--- src/rtl/sample_fifo_pkg.sv ---
// Shared helpers for the sample FIFO controller: constant clog2 and the
// legality check for the external RAM read latency.
package sample_fifo_pkg;

  // Supported RAM port B read latencies (output register off / on).
  localparam int unsigned RD_LATENCY_NOREG = 1;
  localparam int unsigned RD_LATENCY_REG   = 2;

  // Ceiling log2, usable in parameter expressions.
  function automatic int unsigned clog2(input int unsigned value);
    int unsigned result;
    int unsigned pow;
    result = 0;
    pow    = 1;
    while (pow < value) begin
      pow    = pow << 1;
      result = result + 1;
    end
    return result;
  endfunction

  function automatic bit rd_latency_legal(input int unsigned lat);
    return (lat == RD_LATENCY_NOREG) || (lat == RD_LATENCY_REG);
  endfunction

  function automatic bit is_pow2(input int unsigned value);
    return (value != 0) && ((value & (value - 1)) == 0);
  endfunction

endpackage

--- src/rtl/sample_fifo_obuf.sv ---
// Small register FIFO that holds samples returned from the RAM until the
// consumer takes them. Head is always visible; push and pop may coincide.
//   clk, rst_n : clock, asynchronous active-low reset
//   flush      : synchronous clear of indices and count
//   push/push_data : write one entry (caller guarantees space)
//   pop        : drop the head entry (caller guarantees count != 0)
//   head       : current head entry
//   count      : number of valid entries
module sample_fifo_obuf
  import sample_fifo_pkg::*;
#(
  parameter int unsigned DEPTH = 3,
  parameter int unsigned WIDTH = 32,
  parameter int unsigned CNT_W = clog2(DEPTH + 1)
) (
  input  logic             clk,
  input  logic             rst_n,
  input  logic             flush,
  input  logic             push,
  input  logic [WIDTH-1:0] push_data,
  input  logic             pop,
  output logic [WIDTH-1:0] head,
  output logic [CNT_W-1:0] count
);

  localparam int unsigned IDX_W = (DEPTH > 1) ? clog2(DEPTH) : 1;

  logic [WIDTH-1:0] mem [DEPTH];
  logic [IDX_W-1:0] wr_idx;
  logic [IDX_W-1:0] rd_idx;
  logic [CNT_W-1:0] cnt;

  // Index increment with wrap at DEPTH (DEPTH need not be a power of two).
  function automatic logic [IDX_W-1:0] idx_inc(input logic [IDX_W-1:0] idx);
    return (idx == IDX_W'(DEPTH - 1)) ? '0 : idx + IDX_W'(1);
  endfunction

  // Indices and occupancy.
  always_ff @(posedge clk or negedge rst_n) begin
    if (!rst_n) begin
      wr_idx <= '0;
      rd_idx <= '0;
      cnt    <= '0;
    end else if (flush) begin
      wr_idx <= '0;
      rd_idx <= '0;
      cnt    <= '0;
    end else begin
      if (push) wr_idx <= idx_inc(wr_idx);
      if (pop)  rd_idx <= idx_inc(rd_idx);
      if (push && !pop) begin
        cnt <= cnt + CNT_W'(1);
      end else if (pop && !push) begin
        cnt <= cnt - CNT_W'(1);
      end
    end
  end

  // Storage; reset to zero so the head reads 0 out of reset.
  always_ff @(posedge clk or negedge rst_n) begin
    if (!rst_n) begin
      for (int i = 0; i < int'(DEPTH); i++) begin
        mem[i] <= '0;
      end
    end else if (push && !flush) begin
      mem[wr_idx] <= push_data;
    end
  end

  assign head  = mem[rd_idx];
  assign count = cnt;

endmodule

--- src/rtl/sample_fifo_ctrl.sv ---
// First-word-fall-through sample FIFO built around an external simple
// dual-port RAM (port A write, port B read with 1- or 2-cycle latency).
// Holds the pointers, read credit logic, return-tag shift register and
// flags; returned RAM data lands in a small prefetch buffer so the consumer
// can take one sample per cycle.
//   clk_i, rst_n_i, flush_i      : clock, async active-low reset, sync clear
//   s_data_i/s_valid_i/s_ready_o : producer side
//   m_data_o/m_valid_o/m_ready_i : consumer side
//   level_o, afull_o, ovf_o      : occupancy, almost-full, sticky overflow
//   ram_wr_*_o                   : RAM port A
//   ram_rd_addr_o, ram_rd_data_i : RAM port B
module sample_fifo_ctrl
  import sample_fifo_pkg::*;
#(
  parameter int unsigned ADDR_DEPTH   = 16384,
  parameter int unsigned DATA_WIDTH   = 32,
  parameter int unsigned RD_LATENCY   = 2,
  parameter int unsigned AFULL_THRESH = ADDR_DEPTH - 16,
  parameter int unsigned ADDR_WIDTH   = clog2(ADDR_DEPTH)
) (
  input  logic                  clk_i,
  input  logic                  rst_n_i,
  input  logic                  flush_i,
  input  logic [DATA_WIDTH-1:0] s_data_i,
  input  logic                  s_valid_i,
  output logic                  s_ready_o,
  output logic [DATA_WIDTH-1:0] m_data_o,
  output logic                  m_valid_o,
  input  logic                  m_ready_i,
  output logic [ADDR_WIDTH+1:0] level_o,
  output logic                  afull_o,
  output logic                  ovf_o,
  output logic                  ram_wr_en_o,
  output logic [ADDR_WIDTH-1:0] ram_wr_addr_o,
  output logic [DATA_WIDTH-1:0] ram_wr_data_o,
  output logic [ADDR_WIDTH-1:0] ram_rd_addr_o,
  input  logic [DATA_WIDTH-1:0] ram_rd_data_i
);

  localparam int unsigned PTR_W      = ADDR_WIDTH + 1;
  localparam int unsigned LVL_W      = ADDR_WIDTH + 2;
  localparam int unsigned OBUF_DEPTH = RD_LATENCY + 1;
  localparam int unsigned OCNT_W     = clog2(OBUF_DEPTH + 1);
  localparam int unsigned CRD_W      = OCNT_W + 1;

  // Elaboration-time parameter guards.
  if (!rd_latency_legal(RD_LATENCY)) begin : g_bad_rd_latency
    $error("sample_fifo_ctrl: RD_LATENCY must be 1 or 2");
  end
  if (!is_pow2(ADDR_DEPTH) || (ADDR_DEPTH < 4)) begin : g_bad_depth
    $error("sample_fifo_ctrl: ADDR_DEPTH must be a power of two >= 4");
  end

  logic [PTR_W-1:0]      wr_ptr;
  logic [PTR_W-1:0]      rd_ptr;
  logic [PTR_W-1:0]      ram_cnt;
  logic                  full;
  logic                  push;
  logic                  pop;
  logic                  issue;
  logic                  fill;
  logic [RD_LATENCY-1:0] tag_sr;
  logic [OCNT_W-1:0]     inflight;
  logic [OCNT_W-1:0]     obuf_cnt;
  logic [CRD_W-1:0]      credit_used;
  logic [LVL_W-1:0]      level_nxt;
  logic [LVL_W-1:0]      level_q;
  logic                  afull_q;
  logic                  ovf_q;

  assign ram_cnt = wr_ptr - rd_ptr;
  assign full    = (ram_cnt == PTR_W'(ADDR_DEPTH));

  // Push is masked by reset so the RAM never sees a write while held in reset.
  assign push = s_valid_i & ~full & ~flush_i & rst_n_i;
  assign pop  = m_valid_o & m_ready_i & ~flush_i;
  assign fill = tag_sr[RD_LATENCY-1] & ~flush_i;

  // Reads currently travelling through the RAM pipeline.
  always_comb begin
    inflight = '0;
    for (int i = 0; i < int'(RD_LATENCY); i++) begin
      inflight = inflight + OCNT_W'(tag_sr[i]);
    end
  end

  // Prefetch credit: a slot being popped this cycle may already be reissued,
  // which is what lets the steady state run at one sample per cycle.
  assign credit_used = CRD_W'(inflight) + CRD_W'(obuf_cnt) - CRD_W'(pop);
  assign issue       = (ram_cnt != '0) & (credit_used < CRD_W'(OBUF_DEPTH)) & ~flush_i;

  assign level_nxt = LVL_W'(ram_cnt) + LVL_W'(inflight) + LVL_W'(obuf_cnt);

  // Pointers, return tags and flags.
  always_ff @(posedge clk_i or negedge rst_n_i) begin
    if (!rst_n_i) begin
      wr_ptr  <= '0;
      rd_ptr  <= '0;
      tag_sr  <= '0;
      level_q <= '0;
      afull_q <= 1'b0;
      ovf_q   <= 1'b0;
    end else if (flush_i) begin
      wr_ptr  <= '0;
      rd_ptr  <= '0;
      tag_sr  <= '0;
      level_q <= '0;
      afull_q <= 1'b0;
      ovf_q   <= 1'b0;
    end else begin
      if (push)  wr_ptr <= wr_ptr + PTR_W'(1);
      if (issue) rd_ptr <= rd_ptr + PTR_W'(1);
      tag_sr  <= (tag_sr << 1) | RD_LATENCY'(issue);
      level_q <= level_nxt;
      afull_q <= (level_nxt >= LVL_W'(AFULL_THRESH));
      if (s_valid_i && full) ovf_q <= 1'b1;
    end
  end

  sample_fifo_obuf #(
    .DEPTH (OBUF_DEPTH),
    .WIDTH (DATA_WIDTH),
    .CNT_W (OCNT_W)
  ) u_obuf (
    .clk       (clk_i),
    .rst_n     (rst_n_i),
    .flush     (flush_i),
    .push      (fill),
    .push_data (ram_rd_data_i),
    .pop       (pop),
    .head      (m_data_o),
    .count     (obuf_cnt)
  );

  assign s_ready_o     = ~full;
  assign m_valid_o     = (obuf_cnt != '0);
  assign level_o       = level_q;
  assign afull_o       = afull_q;
  assign ovf_o         = ovf_q;
  assign ram_wr_en_o   = push;
  assign ram_wr_addr_o = wr_ptr[ADDR_WIDTH-1:0];
  assign ram_wr_data_o = s_data_i;
  assign ram_rd_addr_o = rd_ptr[ADDR_WIDTH-1:0];

endmodule

--- config.mk ---
export PLATFORM = sky130hd
export DESIGN_NAME = sample_fifo_ctrl
export DESIGN_NICKNAME = d
export VERILOG_FILES = /design/src/rtl/sample_fifo_pkg.sv /design/src/rtl/sample_fifo_obuf.sv /design/src/rtl/sample_fifo_ctrl.sv
export SDC_FILE = /design/constraint.sdc
export NUM_CORES = 1
export LEC_CHECK = 0
export CAP_MARGIN = 20
export CORE_MARGIN = 2
export CORE_UTILIZATION = 50
export DETAILED_ROUTE_END_ITERATION = 7
export PLACE_DENSITY = 0.78
export SYNTH_ARGS = -nofsm -noshare
export SYNTH_HDL_FRONTEND = slang
export SYNTH_HIERARCHICAL = 1
export SYNTH_SLANG_ARGS = --single-unit
--- constraint.sdc ---
create_clock -name clk_i -period 4.6 [get_ports clk_i]
set_input_delay 0.92 -clock clk_i [delete_from_list [all_inputs] [get_ports clk_i]]
set_output_delay 0.92 -clock clk_i [all_outputs]
set_load 0.005 [all_outputs]
==> results.ini <==
[clock_network]
cts_tree=built
clock_latency_ns=0.43
clock_sinks=152
htree_levels=4
cts_buffers=17
clk_path_buf_depth=2
clk_pin_slew_ns=0.07
clockRootBuffer=clkbuf_16

[yosys]
synth.top_cell.area_share_pct=43.86
synth.avg_cell_area_um2=10.64
synthArstFlopShare_pct=100.0
synth_commonest_cells=dfrtp_1, mux2_2, buf_4
synth-edff-count=0
synth_seq_cells=152
synthTopCellsByArea=dfrtp_1, mux2_2, buf_4
synth_top_area_cell=dfrtp_1
yosysMostFrequentCell=dfrtp_1
synth_warnings=6
netlist_instances=815
ys.flop_type=dfrtp_1
synth_area_mm2=0.008672
ys_seq_area_share_pct=43.86
yosysUniqueCellTypes=65
synth_fp_nets=911

[worst_setup_path]
path_cells=inv_1 > ha_2 > inv_2 > fa_2 > a21o_1 > a221oi_4 > o21ai_2 > mux2i_1 > or3_1 > or3_4 > nor3_4 > inv_2 > nand2_2 > inv_1 > clkdlybuf4s15_1
crit_path_top_delay_cell=or3_4
worst-path-buf-inv=5
worstReg2RegStart=rd_ptr[5]
cp_slowest_stage_delay_ns=0.39
crit_end=ram_wr_en_o
cp_max_fo=4
crit_family=simple AND/OR/NAND/NOR gates
cp.required_ns=3.68
reg2reg_to=rd_ptr[11]
arrival_ns=3.55
r2r_setup_slack_ns=0.80
worstSetupPathDepth=15
startpoint=wr_ptr[0]
worst-setup-path-type=flop to primary output
worstSetupStartpointType=flop
rr_worst_depth=13
critPathCaptureType=primary output

[timing]
final.period_utilization_pct=97.26
whs_ns=0.4191
finClkSkew_ns=0.01539
setup_viol=0
slew_headroom_pct=47.16
slew_violations=0
period_minus_slack_ns=4.474
final_hold_viol_count=0
clock.fmax_mhz=223.5
tightest_slew_ns=0.7926

[global_routing]
track_usage_pct=21.92
grt_max_degree=64
grt_pass1_vias=6209
grt_pass1_wl_um=31600
antenna_found_initial=0
grt_overflow_total=0

[place]
gp_congestion=0.8899
portBuffers=117
placed_cells=1085
hpwl_um=13300

[final_layout]
final_nets=986
syn2layout_area_growth_pct=20.24
fin_cells=1128
drive_above_1_share_pct=21.71
antenna_cells=0

[drt]
vias_per_cell=5.551
drtAntennaViolNets=0
routed_wl_um=19830
drtPass1Iterations=5
wl_met1_um=8492
dr_wl_met3_um=903
met2_length_um=10140
vias=6262
drc=0
topRoutingLayerUsed=met4
wire_per_inst_um=17.58
drt_iter0_markers=358

[pwr]
peakVddDrop_mv=0.2776
powerDensity_mw_per_mm2=484.5
power.leakage_nw=4.439
power_mw=5.052

[floorplan]
initial_core_util_pct=50.67
rows=48
die_w_um=135.7
die_h_um=135.7
boundaryPins=182
coreArea_mm2=0.01712
dieArea_mm2=0.01841

[min_path]
min_path_type=input port to async pin

[job]
maxCapViolations=0

[run_status]
status=finished, final reports clean

-- routing by layer --
layer	vias to the layer above	global-route usage, %
met5	-	0
met2	155	39.03
met3	21	5.013
li1	2950	-
met1	3136	26.51
met4	0	6.366
-- cell type report --
cell class | count | area (µm²)
repair buffers | 151 | 1425
clock inverters | 14 | 150.1
multi-input cells | 535 | 4200
flip-flops and latches | 152 | 3807
inverters | 33 | 123.9
clock buffers | 18 | 439.2
well taps | 225 | 281.5
fillers | 1422 | 6689
-- power by group --
group | internal (mW) | switching [mW] | total, mW
clock network | 0.783 | 0.608 | 1.39
registers | 1.63 | 0.135 | 1.76
logic | 1.03 | 0.866 | 1.90
total | 3.44 | 1.61 | 5.05
-- through the flow --
stage | util [%] | TNS [ns] | setup WS (ns) | cell area [µm²]
6_report | 60.92 | 0 | 0.1262 | 10430
4_1_cts | 60.46 | 0 | 0.08282 | 10350
2_1_floorplan | - | 0 | 0.6768 | 8672
3_3_place_gp | 56.33 | 0 | 0.1868 | 9642
5_1_grt | 60.92 | -0.02365 | -0.02365 | 10430
3_5_place_dp | 56.33 | 0 | 0.1316 | 9642
-- worst register-to-register path, stage by stage, from the launching register on --
cell and delay [ns]:
dfrtp_1 0.42, inv_1 0.08, ha_2 0.42, and3_1 0.23, a221oi_4 0.08, buf_4 0.15, buf_4 0.13, o211a_1 0.24
nor3_2 0.29, xor2_2 0.33, nand4bb_1 0.35, o211ai_2 0.25, or4_1 0.56, a21oi_1 0.18
-- logic make-up (layout without fill, tap and decap cells) --
kind of cell / count (synthesis) / count (layout) / share of synthesized area, %
AOI/OAI and AO/OA: 130 / 130 / 9.220
xor gates and xnor gates: 36 / 36 / 3.636
adders and majority gates: 27 / 27 / 4.328
buffers and inverters: 128 / 216 / 8.988
DFF: 152 / 152 / 43.86
muxes: 137 / 137 / 17.21
and+or+nand+nor: 205 / 205 / 12.75
-- flip-flops by register name (all words and copies together), names as in the netlist --
name	flops
afull_o	1
level_o	16
ovf_o	1
rd_ptr	15
tag_sr	2
u_obuf/count	2
u_obuf/mem	96
u_obuf/rd_idx	2
u_obuf/wr_idx	2
wr_ptr	15
-- worst min-delay path by stage --
stage | endpoint | slack, ns
after floorplan | u_obuf/mem[70] | 0.46
after global placement | u_obuf/mem[57] | 0.47
after detailed placement | u_obuf/mem[6] | 0.48
after CTS | u_obuf/mem[4] | 0.43
after global routing | u_obuf/mem[36] | 0.44
final | u_obuf/mem[36] | 0.42
-- layout by cell type (no fill, tap or decap), types with 4 or more instances in the layout --
cell type and count:
o211ai_1 5, clkbuf_16 17, a21oi_1 31, ha_1 18, buf_4 34, fa_1 4, nor2b_1 9, o31ai_1 8
xnor2_1 19, or3_1 14, nand3_1 13, xor2_1 15, dfrtp_1 149, mux2i_1 40, nand2_1 55, o21ai_0 54
or4_1 6, nand2b_1 4, inv_6 5, o21ai_1 7, a21o_1 4, mux2_1 4, nor2_1 46, mux2_2 93
and3_1 13, nor3_1 6, clkdlybuf4s50_1 113, nand4_1 8, inv_8 4, inv_1 30
-- repair_timing --
| action | in CTS | in global routing |
|---|---|---|
| hold buffers | 0 | 0 |
| gates resized for setup | 13 | 12 |
| pin swaps | 5 | 9 |
| setup buffers | 5 | 6 |
| setup endpoints to repair | 2 | 2 |
No activity file was read; power rests on OpenSTA's default activity.
